**config.mk**
```make
export PLATFORM = sky130hd
export DESIGN_NAME = alu_result_collector
export DESIGN_NICKNAME = d
export VERILOG_FILES = /design/src/rtl/alu_pkg.sv /design/src/rtl/alu_result_fifo.sv /design/src/rtl/alu_result_collector.sv
export SDC_FILE = /design/constraint.sdc
export NUM_CORES = 1
export LEC_CHECK = 0
export ABC_AREA = 0
export CAP_MARGIN = 15
export CORE_ASPECT_RATIO = 2
export CORE_MARGIN = 3
export CORE_UTILIZATION = 35
export DETAILED_ROUTE_END_ITERATION = 10
export GPL_TIMING_DRIVEN = 0
export PLACE_DENSITY = 0.71
export SYNTH_ARGS = -nofsm -noshare
export SYNTH_HDL_FRONTEND = slang
export SYNTH_SLANG_ARGS = --single-unit
```
**constraint.sdc**
```tcl
create_clock -name CLK -period 5.3 [get_ports CLK]
set_input_delay 1.59 -clock CLK [delete_from_list [all_inputs] [get_ports CLK]]
set_output_delay 1.59 -clock CLK [all_outputs]
set_load 0.02 [all_outputs]
```
**src/rtl/alu_pkg.sv**
```systemverilog
// Shared ALU datapath definitions: default data width and the 2-bit source-unit codes
// that tag every collected result.
package alu_pkg;

  localparam int ALU_WIDTH = 16;

  typedef logic [1:0] unit_t;

  localparam unit_t UNIT_ARITH = 2'd0;
  localparam unit_t UNIT_LOGIC = 2'd1;
  localparam unit_t UNIT_CMP   = 2'd2;
  localparam unit_t UNIT_SHIFT = 2'd3;

endpackage

```
**src/rtl/alu_result_fifo.sv**
```systemverilog
// Generic synchronous FIFO with an occupancy counter and extra-MSB pointers.
// A push into a full FIFO is accepted only when a pop happens in the same cycle.
module alu_result_fifo #(
  parameter int DW    = 18,
  parameter int DEPTH = 4
) (
  input  logic          CLK,
  input  logic          RST,
  input  logic          push,
  input  logic          pop,
  input  logic [DW-1:0] wdata,
  output logic [DW-1:0] rdata,
  output logic          full,
  output logic          empty
);

  localparam int AW = $clog2(DEPTH);
  localparam logic [AW:0] DEPTH_C = (AW+1)'(DEPTH);
  localparam logic [AW:0] ZERO_C  = {(AW+1){1'b0}};
  localparam logic [AW:0] ONE_C   = (AW+1)'(1);

  logic [DW-1:0] mem_r [DEPTH];
  logic [AW:0]   wr_ptr_r;
  logic [AW:0]   rd_ptr_r;
  logic [AW:0]   cnt_r;
  logic          do_push_s;
  logic          do_pop_s;

  assign full  = (cnt_r == DEPTH_C);
  assign empty = (cnt_r == ZERO_C);
  assign rdata = empty ? {DW{1'b0}} : mem_r[rd_ptr_r[AW-1:0]];

  // Accept/commit decisions for this edge.
  always_comb begin
    do_pop_s  = 1'b0;
    do_push_s = 1'b0;
    if (pop && !empty) begin
      do_pop_s = 1'b1;
    end else begin
      do_pop_s = 1'b0;
    end
    if (push && (!full || do_pop_s)) begin
      do_push_s = 1'b1;
    end else begin
      do_push_s = 1'b0;
    end
  end

  // Pointer and occupancy state.
  always_ff @(posedge CLK or negedge RST) begin
    if (!RST) begin
      wr_ptr_r <= ZERO_C;
      rd_ptr_r <= ZERO_C;
      cnt_r    <= ZERO_C;
    end else begin
      if (do_push_s) begin
        wr_ptr_r <= wr_ptr_r + ONE_C;
      end
      if (do_pop_s) begin
        rd_ptr_r <= rd_ptr_r + ONE_C;
      end
      case ({do_push_s, do_pop_s})
        2'b10:   cnt_r <= cnt_r + ONE_C;
        2'b01:   cnt_r <= cnt_r - ONE_C;
        default: cnt_r <= cnt_r;
      endcase
    end
  end

  // Storage array; contents are don't-care after reset.
  always_ff @(posedge CLK) begin
    if (do_push_s) begin
      mem_r[wr_ptr_r[AW-1:0]] <= wdata;
    end
  end

endmodule

```
**src/rtl/alu_result_collector.sv**
```systemverilog
// Collects flagged ALU unit results by fixed priority, tags them with their source unit
// and buffers them behind a valid/ready interface; tracks overflow drops and flag conflicts.
module alu_result_collector
  import alu_pkg::*;
#(
  parameter int WIDTH = ALU_WIDTH,
  parameter int DEPTH = 4,
  parameter int CNT_W = 8
) (
  input  logic             CLK,
  input  logic             RST,
  input  logic [WIDTH-1:0] Arith_OUT,
  input  logic             Arith_Flag,
  input  logic [WIDTH-1:0] Logic_OUT,
  input  logic             Logic_Flag,
  input  logic [WIDTH-1:0] CMP_OUT,
  input  logic             CMP_Flag,
  input  logic [WIDTH-1:0] Shift_OUT,
  input  logic             Shift_Flag,
  input  logic             Res_Ready,
  output logic             Res_Valid,
  output logic [WIDTH-1:0] Res_Data,
  output logic [1:0]       Res_Unit,
  output logic             Full,
  output logic             Empty,
  output logic [CNT_W-1:0] Drop_Cnt,
  output logic             Conflict
);

  localparam logic [CNT_W-1:0] CNT_MAX = {CNT_W{1'b1}};
  localparam logic [CNT_W-1:0] CNT_ONE = CNT_W'(1);

  function automatic logic multi_hot(input logic [3:0] f);
    return (f[0] & (f[1] | f[2] | f[3])) | (f[1] & (f[2] | f[3])) | (f[2] & f[3]);
  endfunction

  logic [3:0]       flags_s;
  logic             push_s;
  logic             pop_s;
  logic             drop_s;
  unit_t            sel_unit_s;
  logic [WIDTH-1:0] sel_data_s;
  logic [WIDTH+1:0] rdata_s;
  logic             full_s;
  logic             empty_s;
  logic [CNT_W-1:0] drop_cnt_r;
  logic             conflict_r;

  assign flags_s = {Shift_Flag, CMP_Flag, Logic_Flag, Arith_Flag};
  assign push_s  = |flags_s;
  assign pop_s   = !empty_s && Res_Ready;
  assign drop_s  = push_s && full_s && !pop_s;

  // Fixed-priority source selection: Arith > Logic > CMP > Shift.
  always_comb begin
    sel_unit_s = UNIT_ARITH;
    sel_data_s = Arith_OUT;
    if (Arith_Flag) begin
      sel_unit_s = UNIT_ARITH;
      sel_data_s = Arith_OUT;
    end else if (Logic_Flag) begin
      sel_unit_s = UNIT_LOGIC;
      sel_data_s = Logic_OUT;
    end else if (CMP_Flag) begin
      sel_unit_s = UNIT_CMP;
      sel_data_s = CMP_OUT;
    end else begin
      sel_unit_s = UNIT_SHIFT;
      sel_data_s = Shift_OUT;
    end
  end

  alu_result_fifo #(
    .DW    (WIDTH + 2),
    .DEPTH (DEPTH)
  ) u_fifo (
    .CLK   (CLK),
    .RST   (RST),
    .push  (push_s),
    .pop   (pop_s),
    .wdata ({sel_unit_s, sel_data_s}),
    .rdata (rdata_s),
    .full  (full_s),
    .empty (empty_s)
  );

  // Saturating drop counter and sticky conflict flag.
  always_ff @(posedge CLK or negedge RST) begin
    if (!RST) begin
      drop_cnt_r <= {CNT_W{1'b0}};
      conflict_r <= 1'b0;
    end else begin
      if (drop_s && (drop_cnt_r != CNT_MAX)) begin
        drop_cnt_r <= drop_cnt_r + CNT_ONE;
      end
      if (multi_hot(flags_s)) begin
        conflict_r <= 1'b1;
      end
    end
  end

  assign Res_Valid = !empty_s;
  assign Res_Data  = rdata_s[WIDTH-1:0];
  assign Res_Unit  = rdata_s[WIDTH+1:WIDTH];
  assign Full      = full_s;
  assign Empty     = empty_s;
  assign Drop_Cnt  = drop_cnt_r;
  assign Conflict  = conflict_r;

endmodule

```
==> run summary <==
maxcap violations - 0
Layout area overhead - 35.19%
critical path arrival - 2.57 ns
syn nets - 366
Nets - 475
post-route cell area - 0.005528 mm²
initial antenna violation count - 0
Worst R2R Setup Slack - 2.77 ns
DIE WIDTH - 82.43 µm
Synth Area in Compound Gates - 4.957%
root buffer cell - clkbuf_16
top post-synthesis cells by area - edfxtp_1 53%, mux4_2 9.9%, dfrtp_1 9.8%, mux2i_1 4.2%, and2_1 3.5%
clock latency on the worst-skew pair - 0.33 ns
wire per inst - 17.74 µm
CP endpoint kind - primary output
CTS tree - yes
outcome - complete, no violations
number of synthesized flops with an enable pin - 72
Max Clk Rate - 0.2403 GHz
top cell type's share of synthesized area - 52.88%
RSZ-0062 raised after global routing - false
Synth Area in Simple Gates - 10.04%
worst min-delay path startpoint - Conflict$_DFFE_PN0P_
# IOs - 101
Worst VDD drop - 291.0 µV
die area - 0.01309 mm²
multiplexer share of the synthesized area - 14.63%
crit path kind - flip-flop to primary output
top cells by count, synth - 72 x edfxtp_1, 23 x and2_1, 22 x nand2_1, 22 x nor2_1
Vias - 2679
H-tree levels - 3
Cell variety after synth - 33
synthesized flop and latch total - 88
Final Wtd Congestion - 0.7265
first-pass GRT wire length - 14990 µm
Chip Height - 158.9 µm
FP Rows - 55
vias per cell - 4.925
global route overflow - 0
Pre-Repair DR Iteration Count - 4
Final min period - 4.162 ns
n_diodes - 0
GRT Overall Usage - 15.70%
Req. time, crit path - 3.71 ns
vias in the first global route - 2802
Post-CTS Setup Inserts - 0
Setup crit start kind - flip-flop
final period utilization - 78.53%
largest net degree at the start of global routing - 19
setup_tns - 0 ns
largest area contributor in the netlist - edfxtp_1
Worst Tran Pin Value - 0.9820 ns
Clock Sinks - 88
most frequent cell after synthesis - edfxtp_1
hold buffer count at CTS - 0
Post-Synth XOR/XNOR Area - 2.570%
Leak - 2.023 nW
class of the most critical hold timing path - flip-flop to flip-flop
core area - 0.01135 mm²
Final Max Tran Viols - 0
FF-to-FF path depth - 10
adder-cell share of the synthesized area - 2.570%
antenna viol nets, final - 0
crit path max fanout - 10
Worst Path Buf+Inv - 3
Port Buffers - 98
CP delay by family, top - buffers and inverters
RR Endpoint - u_fifo.cnt_r[2]$_DFFE_PN0P_
CP max-delay cell - clkdlybuf4s50_1
slowest stage delay, CP - 0.53 ns
Final Hold Viols - 0
hold_ws - 0.5049 ns
Min-Delay Endpoint - Conflict$_DFFE_PN0P_
synthesized area per cell - 14.20 µm²
post-cts sizing count - 0
Critical R2R Launch - u_fifo.cnt_r[1]$_DFFE_PN0P_
Mapped Area - 0.004089 mm²
clk slew on worst S/H paths - 0.06 ns
sequential area share after synthesis - 62.67%
CP Cell Sequence - clkbuf_1 -> buf_2 -> mux4_2 -> and2_1 -> clkdlybuf4s50_1
routed wire length - 9653 µm
top_reg_cell synth - edfxtp_1
clock buffer depth - 2
clock skew - 0.006161 ns
WHS Path Cells - 1
Iter 0 DRT Violations - 293
Synth warnings - 0
Starting Density - 36.01%
drc violations - 0
placed inst area - 0.005248 mm²
CTS buffer count - 9
final setup vio count - 0
largest family of logic cells by synthesized area - multiplexers
relative slew slack - 34.54%
Power Density - 540.4 mW/mm²
layout cells sized above 1 - 10.45%
Mapped Cells - 288
Detailed Place HPWL - 7142 µm
Synth async-reset ratio - 18.18%
layout make-up:
cell class / count / area (µm²)
fillers: 1010 / 5827
flip-flops and latches: 88 / 2562
repair buffers: 98 / 980.9
inverters: 8 / 30.03
clock buffers: 11 / 232.7
well taps: 142 / 177.7
plain buffers: 17 / 75.07
multi-input cells: 175 / 1421
clock inverters: 5 / 47.55
state kept, by name (all words and copies together) (netlist names):
| name | cells |
|---|---|
| u_fifo.rd_ptr_r | 2 |
| u_fifo.mem_r | 72 |
| u_fifo.cnt_r | 3 |
| Conflict | 1 |
| u_fifo.wr_ptr_r | 2 |
| Drop_Cnt | 8 |
worst reg2reg max path: stages, from the launching register on:
cell and delay, ns:
dfrtp_1 0.40, or4b_4 0.55, nor2b_1 0.15, clkbuf_1 0.20, inv_1 0.09, ha_1 0.18, inv_1 0.06, fa_1 0.37
xor2_1 0.15, nor2_1 0.13, xor2_1 0.16
worst max-delay path by stage:
stage / slack (ns) / start / endpoint / cells after the start
6_report: 1.14 / u_fifo.rd_ptr_r[1]$_DFFE_PN0P_ / Res_Data[13] / 5
5_1_grt: 0.97 / u_fifo.rd_ptr_r[1]$_DFFE_PN0P_ / Res_Data[15] / 5
4_1_cts: 1.06 / u_fifo.rd_ptr_r[1]$_DFFE_PN0P_ / Res_Data[13] / 5
3_5_place_dp: 1.17 / Res_Ready / u_fifo.cnt_r[2]$_DFFE_PN0P_ / 11
3_3_place_gp: 1.19 / Res_Ready / u_fifo.cnt_r[2]$_DFFE_PN0P_ / 11
2_1_floorplan: 1.75 / Res_Ready / u_fifo.cnt_r[2]$_DFFE_PN0P_ / 10
cell families after synthesis:
family / after synthesis
flops: 88
simple gates: 81
compound gates: 37
mux: 37
buf+inv: 25
xor+xnor: 12
fa+ha+maj: 8
metrics by stage:
stage	instances	total power, W	worst slack (ns)	utilization (%)
2_1_floorplan	288	0.001881	1.751	-
3_3_place_gp	528	0.002400	1.193	46.21
3_5_place_dp	528	0.002437	1.173	46.21
4_1_cts	544	0.003037	1.058	48.68
5_1_grt	544	0.003160	0.9681	48.68
6_report	544	0.002987	1.138	48.68
report_power, final:
part	total (W)	switching, W	internal (W)
Clock	0.000595	0.000235	0.000360
Sequential	0.00112	0.0000855	0.00104
Combinational	0.00127	0.000651	0.000618
Total	0.00299	0.000971	0.00202
routing by layer:
| metal | up-vias | wire length (µm) | track usage [%] |
|---|---|---|---|
| li1 | 1274 | - | - |
| met1 | 1297 | 3328 | 17.38 |
| met2 | 91 | 5407 | 27.12 |
| met3 | 17 | 617 | 4.030 |
| met4 | 0 | 300 | 7.035 |
| met5 | - | 0 | 0 |
cell usage in the layout, fill, tap and decap left out, types with 4 or more instances in the layout:
| master | n |
|---|---|
| xor2_1 | 4 |
| ha_1 | 6 |
| clkdlybuf4s50_1 | 98 |
| edfxtp_1 | 72 |
| xnor2_1 | 8 |
| nor2_1 | 22 |
| clkbuf_16 | 9 |
| buf_2 | 6 |
| o21ai_0 | 16 |
| a21oi_1 | 18 |
| clkbuf_1 | 12 |
| mux2i_1 | 17 |
| mux4_2 | 18 |
| and2_1 | 23 |
| dfrtp_1 | 16 |
| nand2_1 | 22 |
| inv_1 | 8 |
Power figures use the tool's default switching activity.
